[config.mk]
export PLATFORM = sky130hd
export DESIGN_NAME = edge_pulse_array
export DESIGN_NICKNAME = d
export VERILOG_FILES = /design/src/rtl/edge_pulse_pkg.sv /design/src/rtl/edge_pulse_chan.sv /design/src/rtl/edge_pulse_array.sv
export SDC_FILE = /design/constraint.sdc
export NUM_CORES = 1
export LEC_CHECK = 0
export CORE_MARGIN = 5
export CORE_UTILIZATION = 50
export DETAILED_ROUTE_END_ITERATION = 8
export PLACE_DENSITY = 0.81
export SYNTH_ARGS = -nofsm -noshare
export SYNTH_HDL_FRONTEND = slang
export SYNTH_SLANG_ARGS = --single-unit
[constraint.sdc]
create_clock -name clk -period 1.6 [get_ports clk]
set_clock_uncertainty 0.05 [all_clocks]
set_input_delay 0.24 -clock clk [delete_from_list [all_inputs] [get_ports clk]]
set_output_delay 0.24 -clock clk [all_outputs]
set_load 0.05 [all_outputs]
[src/rtl/edge_pulse_pkg.sv]
// rtl/edge_pulse_pkg.sv - shared types and helpers for edge_pulse_array
package edge_pulse_pkg;

  localparam int CNT_W = 8;

  typedef enum logic [1:0] {
    EDGE_RISE = 2'b00,
    EDGE_FALL = 2'b01,
    EDGE_BOTH = 2'b10,
    EDGE_OFF  = 2'b11
  } edge_mode_e;

  typedef enum logic {
    CH_IDLE  = 1'b0,
    CH_PULSE = 1'b1
  } chan_state_e;

  function automatic logic edge_hit(input logic prev, input logic cur, input edge_mode_e mode);
    case (mode)
      EDGE_RISE: edge_hit = !prev && cur;
      EDGE_FALL: edge_hit = prev && !cur;
      EDGE_BOTH: edge_hit = prev != cur;
      default:   edge_hit = 1'b0;
    endcase
  endfunction

endpackage

[src/rtl/edge_pulse_chan.sv]
// rtl/edge_pulse_chan.sv - one channel: optional debounce (EDGE_PULSE_ARRAY_DEBOUNCE_EN),
// edge detect, pulse FSM and sticky missed flag
module edge_pulse_chan
  import edge_pulse_pkg::*;
#(
  parameter int PULSE_WIDTH     = 1,
  parameter int DEBOUNCE_CYCLES = 3
) (
  input  logic       clk,
  input  logic       reset_n,
  input  logic       sig,
  input  logic [1:0] mode,
  input  logic       clr_missed,
  output logic       pulse,
  output logic       missed
);

  if (PULSE_WIDTH < 1 || PULSE_WIDTH > 255 || DEBOUNCE_CYCLES < 1 || DEBOUNCE_CYCLES > 255) begin : g_bad_param
    $error("edge_pulse_chan: PULSE_WIDTH and DEBOUNCE_CYCLES must be 1..255");
  end

  localparam logic [CNT_W-1:0] PW_LAST = CNT_W'(PULSE_WIDTH - 1);

  logic cur;

`ifdef EDGE_PULSE_ARRAY_DEBOUNCE_EN
  localparam logic [CNT_W-1:0] DB_LAST = CNT_W'(DEBOUNCE_CYCLES - 1);

  logic             filt;
  logic [CNT_W-1:0] db_cnt;

  // Any sample matching the filtered level restarts the run of differing samples.
  always_ff @(posedge clk) begin
    if (!reset_n) begin
      filt   <= 1'b0;
      db_cnt <= '0;
    end else if (sig == filt) begin
      db_cnt <= '0;
    end else if (db_cnt == DB_LAST) begin
      filt   <= sig;
      db_cnt <= '0;
    end else begin
      db_cnt <= db_cnt + 1'b1;
    end
  end

  assign cur = filt;
`else
  assign cur = sig;
`endif

  chan_state_e      state;
  logic [CNT_W-1:0] cnt;
  logic             prev;
  logic             hit;

  assign hit = edge_hit(prev, cur, edge_mode_e'(mode));

  // A one-cycle pulse never occupies PULSE, so consecutive edges each get their own pulse.
  always_ff @(posedge clk) begin
    if (!reset_n) begin
      state  <= CH_IDLE;
      cnt    <= '0;
      prev   <= 1'b0;
      pulse  <= 1'b0;
      missed <= 1'b0;
    end else begin
      prev   <= cur;
      missed <= (missed & ~clr_missed) | (hit & (state == CH_PULSE));
      case (state)
        CH_IDLE: begin
          pulse <= hit;
          if (hit && PULSE_WIDTH > 1) begin
            state <= CH_PULSE;
            cnt   <= PW_LAST;
          end
        end
        CH_PULSE: begin
          if (cnt == '0) begin
            state <= CH_IDLE;
            pulse <= 1'b0;
          end else begin
            cnt <= cnt - 1'b1;
          end
        end
      endcase
    end
  end

endmodule

[src/rtl/edge_pulse_array.sv]
// rtl/edge_pulse_array.sv - array of independent edge-to-pulse channels
// (debounce filter enabled by EDGE_PULSE_ARRAY_DEBOUNCE_EN)
module edge_pulse_array
  import edge_pulse_pkg::*;
#(
  parameter int CHANNELS        = 4,
  parameter int PULSE_WIDTH     = 1,
  parameter int DEBOUNCE_CYCLES = 3
) (
  input  logic                clk,
  input  logic                reset_n,
  input  logic [CHANNELS-1:0] sig_in,
  input  logic [1:0]          mode,
  input  logic                clr_missed,
  output logic [CHANNELS-1:0] pulse_out,
  output logic [CHANNELS-1:0] missed
);

  for (genvar i = 0; i < CHANNELS; i++) begin : g_chan
    edge_pulse_chan #(
      .PULSE_WIDTH     (PULSE_WIDTH),
      .DEBOUNCE_CYCLES (DEBOUNCE_CYCLES)
    ) u_chan (
      .clk        (clk),
      .reset_n    (reset_n),
      .sig        (sig_in[i]),
      .mode       (mode),
      .clr_missed (clr_missed),
      .pulse      (pulse_out[i]),
      .missed     (missed[i])
    );
  end

endmodule
# Word-level counts from Yosys, hierarchy flattened
# Index checks and enable logic that the tools add are counted.
# totals
romBits	0
out_inout_bits	8
latchBits	0
elab_cells	100
memories	0
ram_bits	0
regBits	48
in_bits	9
# op_classes
n_reduce_logical	29
eq_ne	10
multipliers	0
shifts	0
n_mux	16
n_addsub	4
bitwise_logic	21
n_div	0
magnitude_cmp	0
# op_table
op	n
8-bit zero test	4
8-bit by 1-bit subtractor with 8-bit output, second input constant	4
2-bit AND reduction	8
1-bit one-hot mux with 3 select lines	4
1-bit inverter	9
1-bit AND	8
1-bit logical AND	8
1-bit zero test	8
1-bit two-way mux	8
2-bit inequality test, second input constant	4
1-bit one-hot mux with 2 select lines	4
1-bit inequality test	4
1-bit bitwise OR	4
2-bit by 1-bit == test with 1-bit output, second input constant	1
2-bit == test, second input constant	1
2-bit zero test	1

# Longest topological paths before layout
# Gate-level depths: netlist (run 1).
# depth
word_depth	5
depth_mapped	6
ltp_nobuf	5

# By module
# From an unflattened synthesis (run 1), not the netlist that was laid out.
# hier_totals
cells_unflattened	288
hier_area_um2	2527.4
# by_module_without_submodules
module	area_each_um2	cells_per_inst	seq_area_each_um2	instances
edge_pulse_chan	631.9	72	240.2	4

# Worst setup path after synthesis (run 1)
# OpenSTA, ideal clock, no wires.
# synth_path
kind	register to register
from	reg g_chan[2].u_chan.cnt[0]
to	reg g_chan[2].u_chan.pulse
path_stages_with_launch	7
period_less_slack_ns	1.799
arrival_time_ns	1.629
slack_ns	-0.199
n_path_buf	1
cell_sequence	dfxtp_1 -> inv_1 -> ha_1 -> or3b_2 -> clkbuf_1 -> o211a_1 -> o31a_1
# synth_via
elab_chain_len	2
# synth_rtl
element	line	text
start, declared	edge_pulse_chan.sv:53	logic [CNT_W-1:0] cnt;
start signal, assigned	edge_pulse_chan.sv:83	cnt <= cnt - 1'b1;
8-bit zero test	edge_pulse_chan.sv:79	if (cnt == '0) begin
2-bit inequality test (no line)	--	
end signal, assigned	edge_pulse_chan.sv:72	pulse <= hit;
end, declared	edge_pulse_chan.sv:14	output logic pulse,
# No other way between the ends.
# A chain may end at the register's enable or synchronous reset.

# Worst setup path in the final report (run 1)
# layout_path
from	reg g_chan[0].u_chan.cnt[4]
to	reg g_chan[0].u_chan.cnt[6]
# layout_via
elab_chain_len	3
# layout_rtl
element	line
start, declared	edge_pulse_chan.sv:53
start signal, assigned	edge_pulse_chan.sv:83
branches (longest 3 deep; another with 8-bit by 1-bit subtractor with 8-bit output)	--
# Parallel ways; which one is timed is not known.

==> results by group, run 1 <==
CTS
  • Worst-skew pair later-pin latency: 300 ps
  • Sink Count: 48
  • CTS tree: done
  • Max Buffers Root-to-Sink: 2
  • Clock Root Buffer: clkbuf_8
  • H-tree levels: 2
  • Cts bufs inserted: 5
  • CTS Hold Buffers Added: 0
  • Clock Pin Slew Worst Setup and Hold Paths: approximately 90 ps

Critical path
  • Crit path depth: 3
  • Depth of the most critical reg-to-reg path: 3
  • Crit Path Category: flip-flop to flip-flop
  • Critical-path top delay cell: or4_4
  • CP peak stage delay: 570 ps
  • Critical path buffer and inverter count: 0
  • CP delay by family, top: simple AND/OR/NAND/NOR gates
  • Req. time, crit path: 1790 ps
  • Crit Path Max Fanout: 4
  • Top cell by count, worst path: or4_4
  • Worst setup EP type: flip-flop
  • CP cell instances: or4_4, or4_4, a21oi_2
  • Crit path DAT: 1850 ps
  • CP Launch Type: flip-flop

Final layout
  • Commonest non-fill, non-tap cells in the layout: buf_4, dfxtp_1, nand2_1
  • Post-route insts no fill: 416
  • Layout cell share with drive strength beyond 1: 30.6%
  • Leading cell type in the layout, fill and taps excluded: buf_4
  • Antenna diodes: 0
  • Area grow syn2layout: 28.4%
  • Core Util, Final: 65.5%
  • Final net count: approximately 370
  • Finished Cell Area: 3300 um^2

Yosys
  • Post-synth top flop: dfxtp_1
  • YS warnings: 0
  • EDFF count, synth: 0
  • Post-synth net total: between 300 and 400
  • Fraction of registers with async set/reset: 0%
  • Synth unique cells: 50
  • Syn avg cell area: 8.72 um^2
  • Sequential share of the synthesized area: a little under two fifths
  • Synth Cell Area: between 2000 and 3000 um^2
  • Synthesized flop and latch total: 48
  • Mapped Cells: about 300

Job
  • Max Cap Viol: 0

STA
  • F_max: 603 MHz
  • Period utilization: 104%
  • Final Hold Viols: 0
  • Min Tclk post-route: 1660 ps
  • Fin. max-slew vios: 0
  • RSZ-0062 raised after global routing: yes
  • Slew margin rel.: 63.3%
  • Setup TNS: -102 ps
  • Worst Tran Pin Value: 544 ps
  • Final worst-path setup slack: -58.6 ps
  • Final Setup Violations: 3

Routing
  • Drt wl/cell: 14.2 um
  • Drt total wl: 5900 um
  • Post-route ant nets: 0
  • Pre-antenna DRT Iters: 4
  • Residual DRC: 0
  • DRT iter0 DRCs: around 190
  • Vias per inst: 5.63
  • Via count: 2340

Power and ir drop
  • Tot Pwr: 2.13 mW
  • Power per standard cell area: 644 nW/um^2
  • Lkg Pwr: 1.31 nW
  • Maximum vdd ir drop: 0.591 mV

Placed design
  • HPWL Detailed: 4050 um
  • Post-placement cell count: 403
  • RD Place Congestion: 0.805
  • I/O Buffers: 16
  • Placed instance area: 3050 um^2

Floorplanning
  • Die span in y: 81.7 um
  • IO Pins: 17
  • Die width: 81.7 um
  • Core box area: 5040 um^2
  • Die footprint: 6680 um^2
  • Initial Util: 51.0%
  • Core Rows: 26

Worst hold path
  • Worst Hold Class: flip-flop to flip-flop
  • Hold Crit Depth: 2

Outcome
  • Failing checks: negative setup slack
  • Status: finished, violations left

Global route
  • Largest net degree at the start of global routing: 34
  • Overflow after GRT: 0
  • Initial antenna violation count: 0
  • GRT Total Usage: 18.9%
  • Global-route wire length before repair: 10100 um
  • Vias in the first global route: 2345
==> report_power, final <==
part / switching (mW) / internal (mW)
logic: 0.0919 / 0.0736
clock network: 0.407 / 0.346
registers: 0.00626 / 1.20
==> metrics by stage <==
stage               hold WS (ps)  worst slack [ps]
CTS                          442             -49.7
finish                       432             -58.6
global route                 479             -91.6
global placement             403              -141
detailed placement           428              -191
floorplan                    319             -57.6
==> metal layers <==
layer	vias up	wire length, um	share of wire [%]	track usage (%)
li1	1155	-	-	-
met1	1136	2550	43	21.6
met2	43	3100	53	35.3
met3	6	188	3.2	3.62
met4	0	57	0.97	5.15
met5	-	0	0	0
==> cell families after synthesis <==
kind of cell    share of synthesized area [%]
flops                                    37.4
mux                                      4.28
fa+ha+maj                                7.30
simple gates                             25.7
compound gates                           17.7
buf+inv                                  7.68
==> layout make-up <==
cell class / instances / area, um^2
fill: 382 / 1740
timing repair buffer: 64 / 513
tap: 70 / 87.6
multi-input combinational: 203 / 1550
inverter: 23 / 88.8
clock inverter: 2 / 10.0
clock buffer: 6 / 82.6
sequential: 48 / 973
==> sequential cells by signal (all words and copies together) (netlist names) <==
register	flops
g_chan.u_chan.missed	4
g_chan.u_chan.prev	4
g_chan.u_chan.pulse	4
g_chan.u_chan.cnt	32
g_chan.u_chan.state	4
==> cell usage after synthesis, types with 8 or more instances <==
| cell | number | area share (%) |
|---|---|---|
| a21oi_1 | 22 | 4.3 |
| buf_4 | 8 | 2.3 |
| clkbuf_1 | 10 | 1.5 |
| dfxtp_1 | 48 | 37 |
| ha_1 | 15 | 7.3 |
| inv_1 | 23 | 3.4 |
| mux2i_1 | 11 | 4.3 |
| nand2_1 | 29 | 4.2 |
| nand2b_1 | 10 | 2.4 |
| nor2_1 | 10 | 1.5 |
| o21ai_0 | 9 | 1.8 |
| or4_1 | 8 | 2.3 |
==> worst reg2reg max path, delay by kind of cell (launching register included) <==
family,cells,cell delay (ps)
AOI/OAI and AO/OA,1,140
DFF,1,320
and+or+nand+nor,2,1080
==> final timing paths <==
path / start / to / slack [ps]
setup / recovery: g_chan[0].u_chan.cnt[4]$_SDFFE_PN0P_ / g_chan[0].u_chan.cnt[6]$_SDFFE_PN0P_ / -60
hold / removal: g_chan[0].u_chan.cnt[1]$_SDFFE_PN0P_ / g_chan[0].u_chan.cnt[1]$_SDFFE_PN0P_ / 430
setup reg to reg: g_chan[0].u_chan.cnt[4]$_SDFFE_PN0P_ / g_chan[0].u_chan.cnt[6]$_SDFFE_PN0P_ / -60
hold reg to reg: g_chan[0].u_chan.cnt[1]$_SDFFE_PN0P_ / g_chan[0].u_chan.cnt[1]$_SDFFE_PN0P_ / 430
==> repair_timing <==
item,CTS,global route
endpoints found under the setup margin,12,18
hold endpoints to repair,0,0
pin swaps,10,6
buffers inserted,4,1
gates resized for setup,12,21
Note: power is estimated with default switching activity, not from simulation.
==> run 2, diff against run 1 <==
Settings changed: CELL_PAD_IN_SITES_DETAIL_PLACEMENT set to 1, CELL_PAD_IN_SITES_GLOBAL_PLACEMENT set to 1, CORE_UTILIZATION 50 to 40, PLACE_DENSITY 0.81 to 0.84.
==> run 2 against run 1 <==
The run still ends with negative setup slack left. First-iteration DRC count is 32% lower. Worst setup slack gained 4.4 ps. Sequential cell count unchanged. Via count is 7.6% higher. Global-route usage decreased by 0.063 points. Critical path type unchanged. Largest cell class unchanged.
==> results by group, run 2 (synthesis gave the netlist of run 1 again) <==
Outcome
  • Status: finished, violations left
  • Failing checks: negative setup slack

Placed design
  • I/O Buffers: 16
  • Placed instance area: 3100 um^2
  • RD Place Congestion: 0.767
  • HPWL Detailed: 5130 um

CTS
  • Sink Count: between 40 and 50
  • Clock Pin Slew Worst Setup and Hold Paths: approximately 90 ps
  • H-tree levels: 2
  • Worst-skew pair later-pin latency: 300 ps
  • Clock Root Buffer: clkbuf_8
  • Cts bufs inserted: 5
  • Max Buffers Root-to-Sink: 2
  • CTS Hold Buffers Added: 0
  • CTS tree: done

Final layout
  • Commonest non-fill, non-tap cells in the layout: buf_4, dfxtp_1, nand2_1
  • Area grow syn2layout: 33.1%
  • Filler cell count: 743
  • Final net count: about 380
  • Largest Register: g_chan.u_chan.cnt
  • Leading cell type in the layout, fill and taps excluded: buf_4
  • Finished Cell Area: 3420 um^2
  • Antenna diodes: 0
  • Layout cell share with drive strength beyond 1: ~35%
  • Max FFs per register: 32

Global route
  • Largest net degree at the start of global routing: 24
  • Vias in the first global route: 2688
  • Initial antenna violation count: 0
  • GRT Total Usage: a little under a fifth
  • Global-route wire length before repair: 12800 um
  • Overflow after GRT: 0

STA
  • Min Tclk post-route: 1650 ps
  • Fin. max-slew vios: 0
  • Slew margin rel.: just over 60%
  • Period utilization: 103%
  • Final Hold Viols: 0
  • Final worst-path setup slack: -54.2 ps
  • Final Setup Violations: 3
  • Setup TNS: -104 ps
  • Worst Tran Pin Value: 585 ps
  • F_max: roughly 600 MHz
  • RSZ-0062 raised after global routing: yes

Floorplanning
  • Die span in y: 90.2 um
  • IO Pins: 17
  • Initial Util: around two fifths
  • Core Rows: 29
  • Die width: between 90 and 100 um
  • Core box area: 6310 um^2
  • Die footprint: 8140 um^2

Power and ir drop
  • Power per standard cell area: 663 nW/um^2
  • Seq pwr share: 53.3%
  • Clock power frac: 38.7%
  • Maximum vdd ir drop: 0.465 mV
  • Net Sw Power: 0.524 mW
  • Pint: 1.75 mW
  • Comb pwr share: 7.9%
  • Switching Share: 23.1%
  • Lkg Pwr: 1.37 nW

Critical path
  • Crit path DAT: 1840 ps
  • CP delay by family, top: simple AND/OR/NAND/NOR gates
  • Critical path buffer and inverter count: 0
  • CP cell instances: or4_4, or4b_4, a21oi_2
  • CP Launch Type: flip-flop
  • Crit Path Category: flip-flop to flip-flop
  • CP peak stage delay: between 500 and 600 ps
  • Req. time, crit path: 1790 ps
  • Critical-path top delay cell: or4_4
  • Worst setup EP type: flip-flop
  • Crit Path Max Fanout: 4

Routing
  • Residual DRC: 0
  • Via count: 2517
  • Vias per inst: 5.85
  • DRT iter0 DRCs: 127
  • Pre-antenna DRT Iters: 4
  • Post-route ant nets: 0
  • Drt wl/cell: 18.7 um
  • Drt total wl: roughly 8000 um

Job
  • Max Cap Viol: 0

Worst hold path
  • Worst Hold Class: flip-flop to flip-flop
run 2: stage by stage:
step	hold slack [ps]	std cells	setup slack, ps	total power [mW]	utilization (%)
floorplan	319	295	-57.6	1.34	-
global placement	402	415	-168	1.41	49.0
detailed placement	423	415	-200	1.42	49.0
CTS	450	429	-24.5	2.29	52.6
global route	482	430	-103	2.37	54.2
finish	447	430	-54.2	2.27	54.2
run 2: layout make-up:
cell class	instances	area, um^2	share of cell area (%)
multi-input combinational	203	1580	46.1
tap	77	96.3	2.81
timing repair buffer	71	574	16.8
inverter	23	88.8	2.60
clock buffer	6	72.6	2.12
clock inverter	2	35.0	1.02
sequential	48	977	28.5
run 2: timing repair:
action                                  in CTS  in global routing
gates resized for setup                     22                 28
cloned                                       0                  0
endpoints found under the setup margin      17                 21
endpoints found under the hold margin        0                  0
pin swaps                                   11                 12
buffers inserted                             7                  1
run 2: worst paths after layout:
path / start / to / slack (ps) / cells after the start
worst max-delay path: g_chan[2].u_chan.cnt[5]$_SDFFE_PN0P_ / g_chan[2].u_chan.cnt[6]$_SDFFE_PN0P_ / -50 / 3
worst min-delay path: g_chan[1].u_chan.missed$_SDFF_PN0_ / g_chan[1].u_chan.missed$_SDFF_PN0_ / 450 / 2
worst max register to register: g_chan[2].u_chan.cnt[5]$_SDFFE_PN0P_ / g_chan[2].u_chan.cnt[6]$_SDFFE_PN0P_ / -50 / 3
worst min register to register: g_chan[1].u_chan.missed$_SDFF_PN0_ / g_chan[1].u_chan.missed$_SDFF_PN0_ / 450 / 2
run 2: tightest hold or removal path: stages (launching register included):
cell and delay [ps]:
dfxtp_1 320, nand2b_1 70, a31oi_1 60
run 2: per-layer routing:
| layer | share of wire [%] | vias to the layer above | global-route usage [%] |
|---|---|---|---|
| met5 | 0 | - | 0 |
| met4 | 3.2 | 0 | 6.82 |
| met3 | 4.2 | 25 | 2.92 |
| met2 | 53 | 69 | 34.8 |
| met1 | 40 | 1247 | 21.5 |
| li1 | - | 1176 | - |
run 2: power groups by stage:
stage	combinational [mW]	clock (mW)	sequential, mW
2_1_floorplan	0.0999	0	1.24
3_3_place_gp	0.169	0	1.24
3_5_place_dp	0.176	0	1.24
4_1_cts	0.177	0.905	1.21
5_1_grt	0.196	0.962	1.21
6_report	0.180	0.880	1.21
==> run 3, diff against run 2 <==
Settings changed: PLACE_DENSITY 0.84 to 0.87.
==> run 3 against run 2 <==
The run still ends with negative setup slack left. Combinational power grew 6%. Total power shrank 4.2%. Register-to-register slack lost 110 ps. Critical endpoint is now g_chan[0].u_chan.cnt[7]$_SDFFE_PN0P_. Critical path type unchanged. Clock-buffer cell count is the same. Wire length is 14% higher. Die area unchanged. Sequential power about the same. Global-route usage increased by 0.61 points. Sequential cell count did not move. Utilization increased by 0.12 points. Final area increased by 0.22%. Worst setup slack got worse by 110 ps.
==> results by group, run 3 (synthesis gave the netlist of run 1 again) <==
STA
  • Min Tclk post-route: 1760 ps
  • Fin. max-slew vios: 0
  • Slew margin rel.: about two thirds
  • Final worst-path setup slack: -162 ps
  • Period utilization: 110%
  • Final Setup Violations: 4
  • RSZ-0062 raised after global routing: yes
  • Worst Tran Pin Value: 501 ps
  • F_max: 567 MHz
  • Final Hold Viols: 0

Job
  • Max Cap Viol: 0

Worst hold path
  • Hold Crit Depth: 2
  • Worst Hold Class: flip-flop to flip-flop
  • Hold Path End: g_chan[1].u_chan.missed$_SDFF_PN0_
  • Hold Crit Start: g_chan[1].u_chan.missed$_SDFF_PN0_

Power and ir drop
  • Power per standard cell area: 634 nW/um^2
  • Pint: 1.63 mW
  • Net Sw Power: approximately 0.55 mW
  • Lkg Pwr: 1.37 nW
  • Comb pwr share: approximately 8.7%
  • Maximum vdd ir drop: 0.428 mV
  • Switching Share: 25.2%
  • Clock power frac: 35.5%
  • Seq pwr share: approximately 56%

Floorplanning
  • Core Rows: 29
  • Initial Util: 40.7%
  • Die span in y: 90.2 um
  • Die width: between 90 and 100 um
  • IO Pins: 17
  • Die footprint: a little over 8000 um^2
  • Core box area: 6310 um^2

Critical path
  • RR Startpoint: g_chan[0].u_chan.cnt[3]$_SDFFE_PN0P_
  • Critical-path top delay cell: or4_4
  • Depth of the most critical reg-to-reg path: 3
  • Req. time, crit path: about 1700 ps
  • CP Launch Type: flip-flop
  • Crit Path Category: flip-flop to flip-flop
  • Reg-to-reg slack, setup: -160 ps
  • CP delay by family, top: simple AND/OR/NAND/NOR gates
  • CP cell instances: or4_4, buf_4, o41ai_1
  • Worst setup EP type: flip-flop
  • CP peak stage delay: 550 ps
  • Crit Path Max Fanout: 3
  • Crit path DAT: 1860 ps
  • Critical path buffer and inverter count: 1
  • Reg2reg end: g_chan[0].u_chan.cnt[7]$_SDFFE_PN0P_

Placed design
  • I/O Buffers: 16
  • HPWL Detailed: 5120 um
  • RD Place Congestion: about 0.79
  • Post-placement cell count: around 420
  • Placed instance area: 3080 um^2
  • Dpl ws: -254 ps

Final layout
  • Max FFs per register: 32
  • Finished Cell Area: between 3000 and 4000 um^2
  • Filler cell count: slightly above 700
  • Area grow syn2layout: 33.4%
  • Layout cell share with drive strength beyond 1: a little over a third
  • Final net count: 379
  • Largest Register: g_chan.u_chan.cnt
  • Commonest non-fill, non-tap cells in the layout: buf_4, dfxtp_1, nand2_1
  • Post-route insts no fill: 433
  • Antenna diodes: 0
  • Leading cell type in the layout, fill and taps excluded: buf_4

Global route
  • Global-route wire length before repair: approximately 13000 um
  • Largest net degree at the start of global routing: 34
  • Overflow after GRT: 0
  • Initial antenna violation count: 0
  • GRT Total Usage: 19.4%
  • Vias in the first global route: 2545

Routing
  • Via count: 2542
  • Vias per inst: 5.87
  • Residual DRC: 0
  • Post-route ant nets: 0
  • Drt total wl: 9190 um
  • Pre-antenna DRT Iters: 4
  • Drt wl/cell: 21.2 um
  • DRT iter0 DRCs: roughly 140

CTS
  • Clock Pin Slew Worst Setup and Hold Paths: ~90 ps
  • Clock Root Buffer: clkbuf_8
  • H-tree levels: 2
  • Cts bufs inserted: 5
  • Worst-skew pair later-pin latency: approximately 300 ps
  • Sink Count: 48
  • CTS tree: done
  • Max Buffers Root-to-Sink: 2

Outcome
  • Failing checks: negative setup slack
  • Status: finished, violations left
run 3: how the worst max path moves through the flow:
stage,slack (ps),startpoint,cells after the start,to
after floorplan,-60,g_chan[2].u_chan.cnt[1]$_SDFFE_PN0P_,6,g_chan[2].u_chan.pulse$_SDFFE_PN0N_
after global placement,-150,sig_in[0],5,g_chan[0].u_chan.missed$_SDFF_PN0_
after detailed placement,-250,sig_in[3],6,g_chan[3].u_chan.pulse$_SDFFE_PN0N_
after CTS,-40,g_chan[2].u_chan.cnt[5]$_SDFFE_PN0P_,3,g_chan[2].u_chan.cnt[6]$_SDFFE_PN0P_
after global routing,-240,g_chan[0].u_chan.cnt[3]$_SDFFE_PN0P_,3,g_chan[0].u_chan.cnt[7]$_SDFFE_PN0P_
final,-160,g_chan[0].u_chan.cnt[3]$_SDFFE_PN0P_,3,g_chan[0].u_chan.cnt[7]$_SDFFE_PN0P_
run 3: final cells by class:
cell class / instances / area [um^2] / share of cell area (%)
Clock inverter: 2 / 10.0 / 0.292
Sequential cell: 48 / 977 / 28.5
Multi-Input combinational cell: 203 / 1590 / 46.2
Timing Repair Buffer: 74 / 591 / 17.2
Tap cell: 77 / 96.3 / 2.81
Inverter: 23 / 88.8 / 2.59
Clock buffer: 6 / 82.6 / 2.41
run 3: metrics by stage:
stage / setup TNS, ps / utilization (%) / hold WS (ps) / power, mW
after floorplan: -115 / - / 319 / 1.34
after global placement: -676 / 48.9 / 413 / 1.40
after detailed placement: -1260 / 48.9 / 422 / 1.41
after CTS: -57.0 / 52.2 / 441 / 2.18
after global routing: -812 / 54.3 / 471 / 2.26
final: -286 / 54.3 / 456 / 2.17
run 3: power by group through the flow:
| stage | combinational, mW | sequential (mW) | clock (mW) |
|---|---|---|---|
| global route | 0.204 | 1.21 | 0.842 |
| detailed placement | 0.174 | 1.24 | 0 |
| CTS | 0.176 | 1.21 | 0.792 |
| floorplan | 0.0999 | 1.24 | 0 |
| global placement | 0.165 | 1.24 | 0 |
| finish | 0.190 | 1.21 | 0.773 |
run 3: per-layer routing:
layer | track usage, % | vias up | wire [um]
met5 | 0 | - | 0
met4 | 6.33 | 0 | 339
met3 | 3.42 | 30 | 343
met2 | 34.3 | 76 | 4810
met1 | 23.6 | 1262 | 3690
li1 | - | 1174 | -
run 3: timing repair:
action                                  4_1_cts  5_1_grt
hold endpoints to repair                      0        0
pin swaps                                    14        7
gates resized for setup                      23       31
hold buffers                                  0        0
setup buffers                                 6        5
endpoints found under the setup margin       26       25
run 3: worst register-to-register path, stage by stage, from the launching register on:
cell and delay (ps):
dfxtp_2 330, or4_4 550, buf_4 160, o41ai_1 520
